--- config.mk ---
export PLATFORM = sky130hd
export DESIGN_NAME = rule_dispatch
export DESIGN_NICKNAME = d
export VERILOG_FILES = /design/src/rtl/rule_dispatch.sv
export SDC_FILE = /design/constraint.sdc
export NUM_CORES = 1
export LEC_CHECK = 0
export CORE_MARGIN = 4
export CORE_UTILIZATION = 45
export DETAILED_ROUTE_END_ITERATION = 10
export DONT_BUFFER_PORTS = 1
export SYNTH_ARGS = -nofsm -noshare
export SYNTH_HDL_FRONTEND = slang
export SYNTH_SLANG_ARGS = --single-unit
--- constraint.sdc ---
create_clock -name clk -period 14.1 [get_ports clk]
set_input_delay 1.41 -clock clk [delete_from_list [all_inputs] [get_ports clk]]
set_output_delay 1.41 -clock clk [all_outputs]
set_load 0.02 [all_outputs]
--- src/rtl/rule_dispatch.sv ---
// rule_dispatch: issues a rule lookup per descriptor, pairs in-order rule returns with
// their metadata and decodes the forwarding action. Optional counters: RULE_DISPATCH_STAT_EN.
module rule_dispatch #(
    parameter int DEPTH      = 8,
    parameter int THREAD_NUM = 4
) (
    input  logic        clk,
    input  logic        rst,
    input  logic        desc_valid,
    output logic        desc_ready,
    input  logic [15:0] desc_index,
    input  logic [31:0] desc_md,
    output logic        lookup2rule_index_wr,
    output logic [15:0] lookup2rule_index,
    input  logic        rule2lookup_data_wr,
    input  logic [31:0] rule2lookup_data,
    output logic        act_valid,
    input  logic        act_ready,
    output logic        act_discard,
    output logic        act_to_cpu,
    output logic [7:0]  act_port_id,
    output logic [31:0] act_md,
    output logic        err_rule_ovf,
    output logic [31:0] stat_discard_cnt,
    output logic [31:0] stat_fwd_cnt
);
    localparam int AW = $clog2(DEPTH);
    localparam int CW = AW + 1;
    localparam logic [CW-1:0] DEPTH_C   = CW'(DEPTH);
    localparam logic [7:0]    POLL_LAST = 8'(THREAD_NUM - 1);

    // Returns {discard, to_cpu, port}
    function automatic logic [9:0] decode_rule(input logic [3:0] ctrl, input logic [7:0] p,
                                               input logic [7:0] poll);
        case (ctrl)
            4'd1:    decode_rule = {1'b0, 1'b1, p};
            4'd2:    decode_rule = {1'b0, 1'b1, poll};
            4'd3:    decode_rule = {1'b0, 1'b0, p};
            default: decode_rule = {1'b1, 1'b0, 8'd0};
        endcase
    endfunction

    logic [31:0]   meta_mem_q [DEPTH];
    logic [11:0]   rule_mem_q [DEPTH];   // only ctrl and p are ever used downstream
    logic [AW-1:0] meta_wp_q, meta_wp_d, meta_rp_q, meta_rp_d;
    logic [AW-1:0] rule_wp_q, rule_wp_d, rule_rp_q, rule_rp_d;
    logic [CW-1:0] rule_cnt_q, rule_cnt_d, pend_q, pend_d, out_cnt_q, out_cnt_d;
    logic [7:0]    poll_q, poll_d;
    logic          err_q, err_d, wr_q, wr_d;
    logic [15:0]   idx_q, idx_d;
    logic          valid_q, valid_d, discard_q, discard_d, to_cpu_q, to_cpu_d;
    logic [7:0]    port_q, port_d;
    logic [31:0]   md_q, md_d;
    logic          accept_s, rule_push_s, load_s, hs_s;
    logic [11:0]   rule_head_s;
    logic          dec_discard_s, dec_to_cpu_s;
    logic [7:0]    dec_port_s;
    logic          unused_rule_s;

    assign unused_rule_s = ^rule2lookup_data[27:8];
    assign desc_ready    = ~rst & (out_cnt_q < DEPTH_C);
    assign accept_s      = desc_valid & desc_ready;
    assign hs_s          = valid_q & act_ready;
    // pend_q counts requests still waiting for their rule; a return with none is stray
    assign rule_push_s   = rule2lookup_data_wr & (pend_q != {CW{1'b0}});
    assign load_s        = (rule_cnt_q != {CW{1'b0}}) & (~valid_q | act_ready);
    assign rule_head_s   = rule_mem_q[rule_rp_q];
    assign {dec_discard_s, dec_to_cpu_s, dec_port_s} =
        decode_rule(rule_head_s[11:8], rule_head_s[7:0], poll_q);

    // Next-state for pointers, counters, lookup strobe and output register
    always_comb begin
        meta_wp_d  = accept_s    ? meta_wp_q + AW'(1'b1) : meta_wp_q;
        meta_rp_d  = load_s      ? meta_rp_q + AW'(1'b1) : meta_rp_q;
        rule_wp_d  = rule_push_s ? rule_wp_q + AW'(1'b1) : rule_wp_q;
        rule_rp_d  = load_s      ? rule_rp_q + AW'(1'b1) : rule_rp_q;
        rule_cnt_d = rule_cnt_q + CW'(rule_push_s) - CW'(load_s);
        pend_d     = pend_q + CW'(accept_s) - CW'(rule_push_s);
        out_cnt_d  = out_cnt_q + CW'(accept_s) - CW'(hs_s);
        err_d      = err_q | (rule2lookup_data_wr & ~rule_push_s);
        wr_d       = accept_s;
        idx_d      = accept_s ? desc_index : idx_q;
        poll_d     = poll_q;
        valid_d    = valid_q;
        discard_d  = discard_q;
        to_cpu_d   = to_cpu_q;
        port_d     = port_q;
        md_d       = md_q;
        if (load_s) begin
            valid_d   = 1'b1;
            discard_d = dec_discard_s;
            to_cpu_d  = dec_to_cpu_s;
            port_d    = dec_port_s;
            md_d      = meta_mem_q[meta_rp_q];
            if (rule_head_s[11:8] == 4'd2) begin
                poll_d = (poll_q == POLL_LAST) ? 8'd0 : poll_q + 8'd1;
            end else begin
                poll_d = poll_q;
            end
        end else if (hs_s) begin
            valid_d = 1'b0;
        end else begin
            valid_d = valid_q;
        end
    end

    // State registers and FIFO storage
    always_ff @(posedge clk or posedge rst) begin
        if (rst) begin
            for (int i = 0; i < DEPTH; i++) begin
                meta_mem_q[i] <= 32'd0;
                rule_mem_q[i] <= 12'd0;
            end
            meta_wp_q  <= {AW{1'b0}};
            meta_rp_q  <= {AW{1'b0}};
            rule_wp_q  <= {AW{1'b0}};
            rule_rp_q  <= {AW{1'b0}};
            rule_cnt_q <= {CW{1'b0}};
            pend_q     <= {CW{1'b0}};
            out_cnt_q  <= {CW{1'b0}};
            poll_q     <= 8'd0;
            err_q      <= 1'b0;
            wr_q       <= 1'b0;
            idx_q      <= 16'd0;
            valid_q    <= 1'b0;
            discard_q  <= 1'b0;
            to_cpu_q   <= 1'b0;
            port_q     <= 8'd0;
            md_q       <= 32'd0;
        end else begin
            if (accept_s) meta_mem_q[meta_wp_q] <= desc_md;
            if (rule_push_s) rule_mem_q[rule_wp_q] <= {rule2lookup_data[31:28], rule2lookup_data[7:0]};
            meta_wp_q  <= meta_wp_d;
            meta_rp_q  <= meta_rp_d;
            rule_wp_q  <= rule_wp_d;
            rule_rp_q  <= rule_rp_d;
            rule_cnt_q <= rule_cnt_d;
            pend_q     <= pend_d;
            out_cnt_q  <= out_cnt_d;
            poll_q     <= poll_d;
            err_q      <= err_d;
            wr_q       <= wr_d;
            idx_q      <= idx_d;
            valid_q    <= valid_d;
            discard_q  <= discard_d;
            to_cpu_q   <= to_cpu_d;
            port_q     <= port_d;
            md_q       <= md_d;
        end
    end

    assign lookup2rule_index_wr = wr_q;
    assign lookup2rule_index    = idx_q;
    assign act_valid            = valid_q;
    assign act_discard          = discard_q;
    assign act_to_cpu           = to_cpu_q;
    assign act_port_id          = port_q;
    assign act_md               = md_q;
    assign err_rule_ovf         = err_q;

`ifdef RULE_DISPATCH_STAT_EN
    logic [31:0] disc_cnt_q, disc_cnt_d, fwd_cnt_q, fwd_cnt_d;

    // Saturating result counters, stepped on each handshake
    always_comb begin
        disc_cnt_d = disc_cnt_q;
        fwd_cnt_d  = fwd_cnt_q;
        if (hs_s && discard_q && (disc_cnt_q != 32'hFFFF_FFFF)) begin
            disc_cnt_d = disc_cnt_q + 32'd1;
        end else if (hs_s && !discard_q && (fwd_cnt_q != 32'hFFFF_FFFF)) begin
            fwd_cnt_d = fwd_cnt_q + 32'd1;
        end else begin
            disc_cnt_d = disc_cnt_q;
        end
    end

    // Counter registers
    always_ff @(posedge clk or posedge rst) begin
        if (rst) begin
            disc_cnt_q <= 32'd0;
            fwd_cnt_q  <= 32'd0;
        end else begin
            disc_cnt_q <= disc_cnt_d;
            fwd_cnt_q  <= fwd_cnt_d;
        end
    end

    assign stat_discard_cnt = disc_cnt_q;
    assign stat_fwd_cnt     = fwd_cnt_q;
`else
    assign stat_discard_cnt = 32'd0;
    assign stat_fwd_cnt     = 32'd0;
`endif
endmodule

==> metrics.md, run 1 <==
| Metric | Value |
|---|---|
| Area inside the core boundary | `0.04346 mm2` |
| Count of different cell masters after synthesis | `51` |
| Fraction of registers with async set/reset | `100.0%` |
| Data required, critical path | `14.54 ns` |
| Class of the tightest hold or removal check | `flip-flop to flip-flop` |
| Layout fillers | `3700` |
| Initial DRT Pass Iterations | `4` |
| Mapped cell area | `0.01999 mm2` |
| Avg Inst Size Synth | `14.65 um2` |
| Final global-route overflow total | `0` |
| DR DRC count | `0` |
| Vias in the first global route | `11330` |
| Routability cong. | `0.7238` |
| Cell with the most instances after synthesis | `sky130_fd_sc_hd__dfrtp_1` |
| Antenna violations before repair | `0` |
| Final setup vio count | `0` |
| Cts bufs inserted | `48` |
| Max Freq | `0.2286 GHz` |
| RSZ-0062 raised after global routing | `no` |
| Synthesis-to-layout area growth | `9.270%` |
| Clock slew at reported path FFs | `0.06 ns` |
| Arrival time of data at the critical path endpoint | `4.81 ns` |
| Tightest Pin Transition | `1.109 ns` |
| # rows | `76` |
| IO buf count | `0` |
| Number of buffers inserted for hold repair after clock tree synthesis | `0` |
| Critical path peak fanout | `23` |
| Detailed Place HPWL | `24430 um` |
| Detail-routed via count per cell | `5.378` |
| Die Footprint | `0.04785 mm2` |
| Part of the Yosys area used for sequential elements | `55.71%` |
| EDFF count, synth | `0` |
| Global-route total usage across every layer | `17.55%` |
| CTS root buffer | `sky130_fd_sc_hd__clkbuf_16` |
| Remaining antenna violation count after routing | `0` |
| Overall die height | `218.8 um` |
| Per-cell routed wire length | `20.92 um` |
| Yosys Warn Count | `0` |
| Die Width | `218.8 um` |
| Clock Path Buffers | `3` |
| Diodes inserted | `0` |
| Top flip-flop cell by instance count after synthesis | `sky130_fd_sc_hd__dfrtp_1` |
| Setup crit start kind | `input pin` |
| Placed standard-cell area | `0.02034 mm2` |
| Cell type with the highest aggregate area in the netlist | `sky130_fd_sc_hd__dfrtp_1` |
| Overall via count from detail_route | `10590` |
| Final Cell Area | `0.02184 mm2` |
| Worst reg-to-reg setup slack | `10.17 ns` |
| Max-cap violations | `0` |
| Maximum clock skew at final layout | `0.02917 ns` |
| Share of layout cells above drive strength 1 | `38.73%` |
| Setup Fix Bufs, Post-CTS | `0` |
| Final nets | `1458` |
| Maximum resistive drop on vdd | `0.1178 mV` |
| Synth Instances | `1364` |
| CTS tree | `yes` |
| Wire length of the first global-routing pass | `65430 um` |
| Initial detailed-routing violation count | `511` |
| Clock sink count | `445` |
| Max-slew violation count | `0` |
| Boundary pin count | `211` |
| Clock H-tree levels | `2` |
| Sum of routed wire length over all layers | `41180 um` |
| LEAKAGE | `10.01 nW` |
| Clock period minus final worst setup slack | `4.374 ns` |
| Crit path kind | `input pin to flip-flop` |
| Clock insertion delay at the later pin of the skew report | `0.58 ns` |
| Yosys reg bits | `445` |
| Commonest cells in the netlist | `sky130_fd_sc_hd__dfrtp_1, sky130_fd_sc_hd__mux2_2, sky130_fd_sc_hd__nand2_1, sky130_fd_sc_hd__mux4_2, sky130_fd_sc_hd__buf_4` |
| Outcome | `finished clean` |
| Initial Utilization | `46.00%` |
| Fraction of post-synthesis cell area in the top cell type by area | `55.71%` |
| Synth area leaders | `sky130_fd_sc_hd__dfrtp_1, sky130_fd_sc_hd__mux2_2, sky130_fd_sc_hd__mux4_2` |
| Number of failing hold endpoints at the final stage | `0` |
| Element type at the critical path end | `flip-flop` |
| Ratio of final minimum period to clock period | `31.02%` |
| Max-slew headroom | `26.08%` |
| Maximum number of pins on one net before global-route repair | `123` |
| Pwr dens | `227.8 mW/mm2` |
| Number of instances resized during post-cts repair | `0` |
| Setup TNS | `0 ns` |
cells by family (layout without fill, tap and decap cells):
logic type | after synthesis | after routing | share of synthesized area (%)
compound gates | 67 | 67 | 2.041
xor+xnor | 21 | 21 | 0.9577
fa+ha+maj | 22 | 22 | 1.490
buf+inv | 167 | 124 | 4.482
flops | 445 | 445 | 55.71
mux | 479 | 479 | 31.55
other cells | 1 | 64 | 0.01876
simple gates | 162 | 162 | 3.750
layer usage:
layer	routed length [um]	track usage (%)	vias up
met2	20820	29.92	181
met3	2014	3.852	59
met5	0	0	-
met1	17450	22.76	5605
li1	-	-	4744
met4	901	5.035	0
layout make-up:
| type | count | area (um2) | share of cell area, % |
|---|---|---|---|
| Sequential cell | 445 | 11140 | 51.02 |
| Multi-Input combinational cell | 815 | 8233 | 37.69 |
| Clock buffer | 73 | 1435 | 6.571 |
| Tap cell | 585 | 732.0 | 3.351 |
| Timing Repair Buffer | 19 | 142.6 | 0.6531 |
| Inverter | 22 | 90.09 | 0.4125 |
| Clock inverter | 10 | 65.06 | 0.2979 |
worst paths after layout:
check	from	end	cells past startpoint
max	rst	meta_mem_q[55]	6
min	rule_mem_q[75]	rule_mem_q[75]	1
max reg2reg	out_cnt_q[3]	meta_mem_q[55]	6
min reg2reg	rule_mem_q[75]	rule_mem_q[75]	1
max in group asynchronous	rst	meta_mem_q[246]	2
min in group asynchronous	rst	lookup2rule_index_wr	1
placed cells by master (no fill, tap or decap), types with 14 or more instances in the layout:
master / n
sky130_fd_sc_hd__buf_4: 19
sky130_fd_sc_hd__conb_1: 64
sky130_fd_sc_hd__mux2i_1: 39
sky130_fd_sc_hd__nand2_1: 109
sky130_fd_sc_hd__inv_1: 20
sky130_fd_sc_hd__o21ai_0: 34
sky130_fd_sc_hd__mux2_1: 16
sky130_fd_sc_hd__xnor2_1: 16
sky130_fd_sc_hd__ha_1: 19
sky130_fd_sc_hd__nor2_1: 14
sky130_fd_sc_hd__mux4_2: 83
sky130_fd_sc_hd__clkbuf_8: 14
sky130_fd_sc_hd__mux2_2: 339
sky130_fd_sc_hd__dfrtp_1: 441
sky130_fd_sc_hd__clkbuf_16: 48
registers in the layout, indices dropped and copies added, names as in the netlist, 3 cells and up:
register / count
act_md: 32
act_port_id: 8
lookup2rule_index: 16
meta_mem_q: 256
meta_rp_q: 3
meta_wp_q: 3
out_cnt_q: 4
pend_q: 4
poll_q: 8
rule_cnt_q: 4
rule_mem_q: 96
rule_rp_q: 3
rule_wp_q: 3
stage by stage:
| stage | utilization [%] | total power [W] | cells | worst slack, ns | hold slack (ns) |
|---|---|---|---|---|---|
| final | 50.26 | 0.004976 | 1969 | 9.726 | 0.4819 |
| after CTS | 50.26 | 0.005060 | 1969 | 9.579 | 0.4859 |
| after global routing | 50.26 | 0.005308 | 1969 | 9.368 | 0.5006 |
| after global placement | 46.81 | 0.003770 | 1886 | 9.016 | 0.4632 |
| after detailed placement | 46.81 | 0.003842 | 1886 | 8.970 | 0.4732 |
| after floorplan | - | 0.003482 | 1427 | 0.2897 | 0.4526 |
critical path, cell delays in order:
cell                       delay (ns)
sky130_fd_sc_hd__nor2_1          0.34
sky130_fd_sc_hd__nand2_1         0.59
sky130_fd_sc_hd__inv_1           0.74
sky130_fd_sc_hd__nand4b_1        0.83
sky130_fd_sc_hd__buf_4           0.55
sky130_fd_sc_hd__mux2_2          0.32
power by group:
| group | total [W] | switching, W | internal [W] | leakage, nW |
|---|---|---|---|---|
| clock | 0.00119 | 0.000497 | 0.000697 | 0.748 |
| combinational | 0.00151 | 0.000614 | 0.000897 | 3.62 |
| sequential | 0.00227 | 0.000447 | 0.00182 | 5.64 |
| total | 0.00498 | 0.00156 | 0.00342 | 10.0 |
Note: power is estimated with default switching activity, not from simulation.
==> run 2: changes to the inputs <==
clock period = 4.3 ns   (was 14.1 ns; I/O delays follow)
==> run 2 against run 1 <==
Against the previous run: register-to-register slack got worse by 9.1 ns; clock skew shrank 0.0083 ns; final area grew 3.7%; critical path type is now flip-flop to flip-flop.
==> metrics.md, run 2 (synthesized netlist as in run 1, its figures left out) <==
| Metric | Value |
|---|---|
| Outcome | `finished clean` |
| Maximum clock skew at final layout | `0.02086 ns (-0.008318 ns)` |
| Sum of routed wire length over all layers | `41670 um (+1.2%)` |
| LEAKAGE | `10.34 nW (+3.3%)` |
| RSZ-0062 raised after global routing | `no` |
| DR DRC count | `0 (unchanged)` |
| Boundary pin count | `211 (unchanged)` |
| Initial Utilization | `46.00% (unchanged)` |
| Wire length of the first global-routing pass | `67110 um (+2.6%)` |
| Top library cells by usage in the layout, fill and taps aside | `sky130_fd_sc_hd__dfrtp_1, sky130_fd_sc_hd__mux2_2, sky130_fd_sc_hd__nand2_1` |
| Max Freq | `0.3111 GHz` |
| Setup Fix Bufs, Post-CTS | `0 (unchanged)` |
| Clock sink count | `445 (unchanged)` |
| Overall via count from detail_route | `10880 (+2.7%)` |
| Vias in the first global route | `11710 (+3.4%)` |
| Clock slew at reported path FFs | `0.06 ns (about the same)` |
| Element type at the critical path end | `flip-flop` |
| Most frequent standard cell in the layout excluding fill and tap cells | `sky130_fd_sc_hd__dfrtp_1` |
| Tightest Pin Transition | `1.103 ns (-0.005649 ns)` |
| Antenna violations before repair | `6 (+6)` |
| Share of layout cells above drive strength 1 | `37.23% (-1.5 points)` |
| Die Footprint | `0.04785 mm2 (unchanged)` |
| Detailed Place HPWL | `24340 um (-0.36%)` |
| Number of failing hold endpoints at the final stage | `0 (unchanged)` |
| Number of flip-flops under the largest register name | `256 (unchanged)` |
| Final setup vio count | `0 (unchanged)` |
| Setup crit start kind | `flip-flop` |
| Largest reg by FF count | `meta_mem_q` |
| Clock period minus final worst setup slack | `3.215 ns` |
| Number of buffers inserted for hold repair after clock tree synthesis | `62 (+62)` |
| Arrival time of data at the critical path endpoint | `3.66 ns (-1.15 ns)` |
| # rows | `76 (unchanged)` |
| Pwr dens | `735.2 mW/mm2 (+220%)` |
| Final nets | `1522 (+4.4%)` |
| Max-slew headroom | `26.46% (+0.38 points)` |
| Die Width | `218.8 um (unchanged)` |
| CTS root buffer | `sky130_fd_sc_hd__clkbuf_16` |
| Per-cell routed wire length | `20.41 um (-2.4%)` |
| Clock Path Buffers | `3 (unchanged)` |
| Final global-route overflow total | `0 (unchanged)` |
| Detail-routed via count per cell | `5.326 (-0.97%)` |
| Class of the tightest hold or removal check | `input pin to flip-flop` |
| Ratio of final minimum period to clock period | `74.76%` |
| Routability cong. | `0.7405 (+2.3%)` |
| Area inside the core boundary | `0.04346 mm2 (unchanged)` |
| Number of instances resized during post-cts repair | `0 (unchanged)` |
| Synthesis-to-layout area growth | `13.27%` |
| Maximum resistive drop on vdd | `0.4083 mV (+250%)` |
| Initial detailed-routing violation count | `577 (+13%)` |
| CTS tree | `yes` |
| Initial DRT Pass Iterations | `4 (unchanged)` |
| Data required, critical path | `4.75 ns (-9.79 ns)` |
| Maximum number of pins on one net before global-route repair | `189 (+54%)` |
| Critical path peak fanout | `23 (unchanged)` |
| Max-cap violations | `0 (unchanged)` |
| Clock insertion delay at the later pin of the skew report | `0.58 ns (about the same)` |
| Overall die height | `218.8 um (unchanged)` |
| Max-slew violation count | `0 (unchanged)` |
| Worst Hold Margin | `0.1118 ns (-0.3701 ns)` |
| Inst Count DP | `1889 (+0.16%)` |
| Crit path kind | `flip-flop to flip-flop` |
| IO buf count | `0 (unchanged)` |
| Global-route total usage across every layer | `17.95% (+0.40 points)` |
| Clock H-tree levels | `2 (unchanged)` |
| Count of placed standard cells in the final layout, fillers left out | `2042 (+3.7%)` |
| Cts bufs inserted | `47 (-2.1%)` |
| Remaining antenna violation count after routing | `0 (unchanged)` |
-- run 2: path summary, 6_finish.rpt --
kind	slack [ns]	end	from	cells past startpoint
min in group asynchronous	0.35	meta_wp_q[2]	rst	2
worst min-delay path	0.11	act_valid	act_ready	2
worst max-delay path	1.09	meta_mem_q[6]	out_cnt_q[3]	7
worst max register to register	1.09	meta_mem_q[6]	out_cnt_q[3]	7
max in group asynchronous	2.59	meta_mem_q[181]	rst	3
worst min register to register	0.48	meta_mem_q[29]	meta_mem_q[29]	1
-- run 2: metrics by stage --
stage	power, W	setup TNS, ns	setup WS, ns	area (um2)	util, %
after detailed placement	0.01263	0	1.008	20420	46.99
after global routing	0.01775	0	0.8321	22640	52.09
after floorplan	0.01142	-954.61	-2.145	20230	-
after global placement	0.01240	0	0.9740	20420	46.99
after CTS	0.01690	0	1.031	22630	52.08
final	0.01665	0	1.085	22640	52.10
-- run 2: where the power goes --
| group | internal [W] | switching (W) |
|---|---|---|
| logic | 0.00302 | 0.00209 |
| registers | 0.00598 | 0.00144 |
| clock network | 0.00246 | 0.00166 |
| total | 0.0115 | 0.00519 |
-- run 2: layout make-up --
cell class / instances / area [um2]
inverters: 22 / 86.33
flip-flops and latches: 445 / 11140
repair buffers: 84 / 848.3
clock buffers: 73 / 1425
fillers: 3685 / 20820
clock inverters: 14 / 163.9
well taps: 585 / 732.0
multi-input cells: 815 / 8233
diodes: 4 / 10.01
-- run 2: metal layers --
| layer | track usage [%] | up-vias | share of wire [%] |
|---|---|---|---|
| li1 | - | 4893 | - |
| met1 | 23.46 | 5707 | 43 |
| met2 | 30.24 | 198 | 50 |
| met3 | 3.977 | 73 | 4.5 |
| met4 | 5.414 | 4 | 2.7 |
| met5 | 0 | - | 0.036 |
-- run 2: critical path: stages (launching register included) --
cell and delay [ns]:
sky130_fd_sc_hd__dfrtp_1 0.41, sky130_fd_sc_hd__nor2_1 0.35, sky130_fd_sc_hd__nand2_1 0.10, sky130_fd_sc_hd__buf_4 0.23, sky130_fd_sc_hd__inv_1 0.51, sky130_fd_sc_hd__and4_2 0.71
sky130_fd_sc_hd__buf_4 0.41, sky130_fd_sc_hd__mux2_2 0.37
==> run 3: changes to the inputs <==
clock period = 3.2 ns   (was 4.3 ns; I/O delays follow)
==> run 3 against run 2 <==
Against the previous run: routed wire length rose by 2.1%; cell count rose by 1.1%; sequential power rose by 33%; critical path type unchanged; non-clock buffer count rose by 21; global-route usage rose by 0.16 points; power rose by 35%; clock power rose by 33%.
==> metrics.md, run 3 (synthesized netlist as in run 1, its figures left out) <==
| Metric | Value |
|---|---|
| Outcome | `finished clean` |
| Largest stage delay, worst path | `0.62 ns (-0.09 ns)` |
| Reg2reg path depth | `7 (unchanged)` |
| Synthesis-to-layout area growth | `14.54%` |
| Vias in the first global route | `11700 (-0.11%)` |
| RSZ-0062 raised after global routing | `no` |
| CTS root buffer | `sky130_fd_sc_hd__clkbuf_16` |
| LEAKAGE | `10.47 nW (+1.2%)` |
| CTS tree | `yes` |
| Capturing point of the worst reg2reg path | `poll_q[4]` |
| Initial Utilization | `46.00% (unchanged)` |
| Crit path kind | `flip-flop to flip-flop` |
| Class of the tightest hold or removal check | `input pin to flip-flop` |
| Setup crit start kind | `flip-flop` |
| Clock sink count | `445 (unchanged)` |
| Initial DRT Pass Iterations | `4 (unchanged)` |
| Layout fillers | `3645 (-1.1%)` |
| Largest reg by FF count | `meta_mem_q` |
| Maximum number of pins on one net before global-route repair | `102 (-46%)` |
| Wire length of the first global-routing pass | `67350 um (+0.36%)` |
| Clock H-tree levels | `2 (unchanged)` |
| Number of buffers inserted for hold repair after clock tree synthesis | `63 (+1.6%)` |
| Area inside the core boundary | `0.04346 mm2 (unchanged)` |
| Most frequent standard cell in the layout excluding fill and tap cells | `sky130_fd_sc_hd__dfrtp_1` |
| Worst reg-to-reg setup slack | `0.55 ns (-0.54 ns)` |
| Remaining antenna violation count after routing | `0 (unchanged)` |
| Total power of the final layout | `0.02246 W (+35%)` |
| Pwr dens | `981.2 mW/mm2 (+33%)` |
| Max-cap violations | `0 (unchanged)` |
| Final global-route overflow total | `0 (unchanged)` |
| Detailed Place HPWL | `25470 um (+4.7%)` |
| # rows | `76 (unchanged)` |
| Critical path peak fanout | `10 (-57%)` |
| Overall die height | `218.8 um (unchanged)` |
| Data required, critical path | `3.64 ns (-1.11 ns)` |
| Max-slew violation count | `0 (unchanged)` |
| Tightest Pin Transition | `0.8943 ns (-0.2088 ns)` |
| Overall via count from detail_route | `10910 (+0.33%)` |
| Maximum resistive drop on vdd | `0.5327 mV (+30%)` |
| Final setup vio count | `0 (unchanged)` |
| Element type at the critical path end | `flip-flop` |
| Number of failing hold endpoints at the final stage | `0 (unchanged)` |
| Final nets | `1544 (+1.4%)` |
| Combined buffer and inverter count along the critical path | `1 (-2)` |
| Sum of routed wire length over all layers | `42540 um (+2.1%)` |
| Clock period minus final worst setup slack | `2.651 ns (-0.5643 ns)` |
| Cell class contributing the biggest share of worst-path delay | `multiplexers` |
| Clock slew at reported path FFs | `0.06 ns (about the same)` |
| Cts bufs inserted | `48 (+2.1%)` |
| Routability cong. | `0.7198 (-2.8%)` |
| Per-cell routed wire length | `20.60 um (+0.96%)` |
| Reg-to-Reg Start | `rule_rp_q[0]` |
| Ratio of final minimum period to clock period | `82.83% (+8.1 points)` |
| Detail-routed via count per cell | `5.284 (-0.79%)` |
| Boundary pin count | `211 (unchanged)` |
| End-of-flow core utilization | `52.68% (+0.58 points)` |
| Setup Fix Bufs, Post-CTS | `0 (unchanged)` |
| Global-route total usage across every layer | `18.11% (+0.16 points)` |
| Clock Path Buffers | `3 (unchanged)` |
| Cell breakdown of the critical path | `mux4_2 -> mux2i_4 -> nand2b_1 -> nor4_4 -> buf_4 -> nand4_4 -> xnor2_2` |
| HP Start | `rule2lookup_data_wr` |
| Clock insertion delay at the later pin of the skew report | `0.57 ns (about the same)` |
| Max-slew headroom | `40.38% (+14 points)` |
| Antenna violations before repair | `6 (unchanged)` |
| Worst path slowest cell | `sky130_fd_sc_hd__dfrtp_1` |
| Worst hold path endpoint | `rule_wp_q[0]` |
| Top library cells by usage in the layout, fill and taps aside | `sky130_fd_sc_hd__dfrtp_1, sky130_fd_sc_hd__mux2_2, sky130_fd_sc_hd__nand2_1` |
| Number of flip-flops under the largest register name | `256 (unchanged)` |
| Die Footprint | `0.04785 mm2 (unchanged)` |
| DR DRC count | `0 (unchanged)` |
| Die Width | `218.8 um (unchanged)` |
| IO buf count | `0 (unchanged)` |
| Arrival time of data at the critical path endpoint | `3.09 ns (-0.57 ns)` |
| Hold Path Depth | `2 (unchanged)` |
| Number of instances resized during post-cts repair | `0 (unchanged)` |
| Maximum clock skew at final layout | `0.01207 ns (-0.008786 ns)` |
| Initial detailed-routing violation count | `573 (-0.69%)` |
| Max Freq | `0.3773 GHz (+21%)` |
| Beginning of the critical path | `rule_rp_q[0]` |
| Share of layout cells above drive strength 1 | `38.08% (+0.84 points)` |
[run 3: final cells by class]
cell class | instances | area [um2] | share of cell area (%)
sequential | 445 | 11140 | 48.67
clock buffer | 77 | 1481 | 6.471
multi-input combinational | 815 | 8233 | 35.96
tap | 585 | 732.0 | 3.197
clock inverter | 12 | 101.3 | 0.4427
antenna | 4 | 10.01 | 0.04372
timing repair buffer | 105 | 1109 | 4.842
inverter | 22 | 86.33 | 0.3771
[run 3: how the worst max path moves through the flow]
stage | end | slack, ns | cells past startpoint
after floorplan | act_discard | -3.14 | 1
after global placement | poll_q[4] | 0.59 | 7
after detailed placement | poll_q[4] | 0.53 | 7
after CTS | poll_q[4] | 0.52 | 7
after global routing | pend_q[2] | 0.34 | 11
final | poll_q[4] | 0.55 | 7
[run 3: power by group]
part	total (W)	internal, W	switching [W]	leakage [nW]
Sequential	0.00989	0.00804	0.00185	5.64
Combinational	0.00710	0.00414	0.00296	4.04
Clock	0.00547	0.00325	0.00222	0.778
[run 3: layer usage]
layer / GRT usage, % / routed length, um / vias to the layer above
met5: 0 / 27 / -
met4: 4.887 / 832 / 4
met3: 3.254 / 1837 / 61
met2: 30.88 / 21320 / 180
met1: 24.08 / 18530 / 5733
li1: - / - / 4933
[run 3: per-stage QoR]
step                      setup slack [ns]  area, um2  setup TNS (ns)  hold slack, ns  instances
final                               0.5495      22890               0          0.2170       2065
after global routing                0.3375      22890               0          0.2425       2063
after floorplan                     -3.135      20230        -1395.16          0.4254       1427
after CTS                           0.5247      22880               0          0.1730       2061
after global placement              0.5881      20670               0          0.3504       1909
after detailed placement            0.5323      20670               0          0.3702       1909
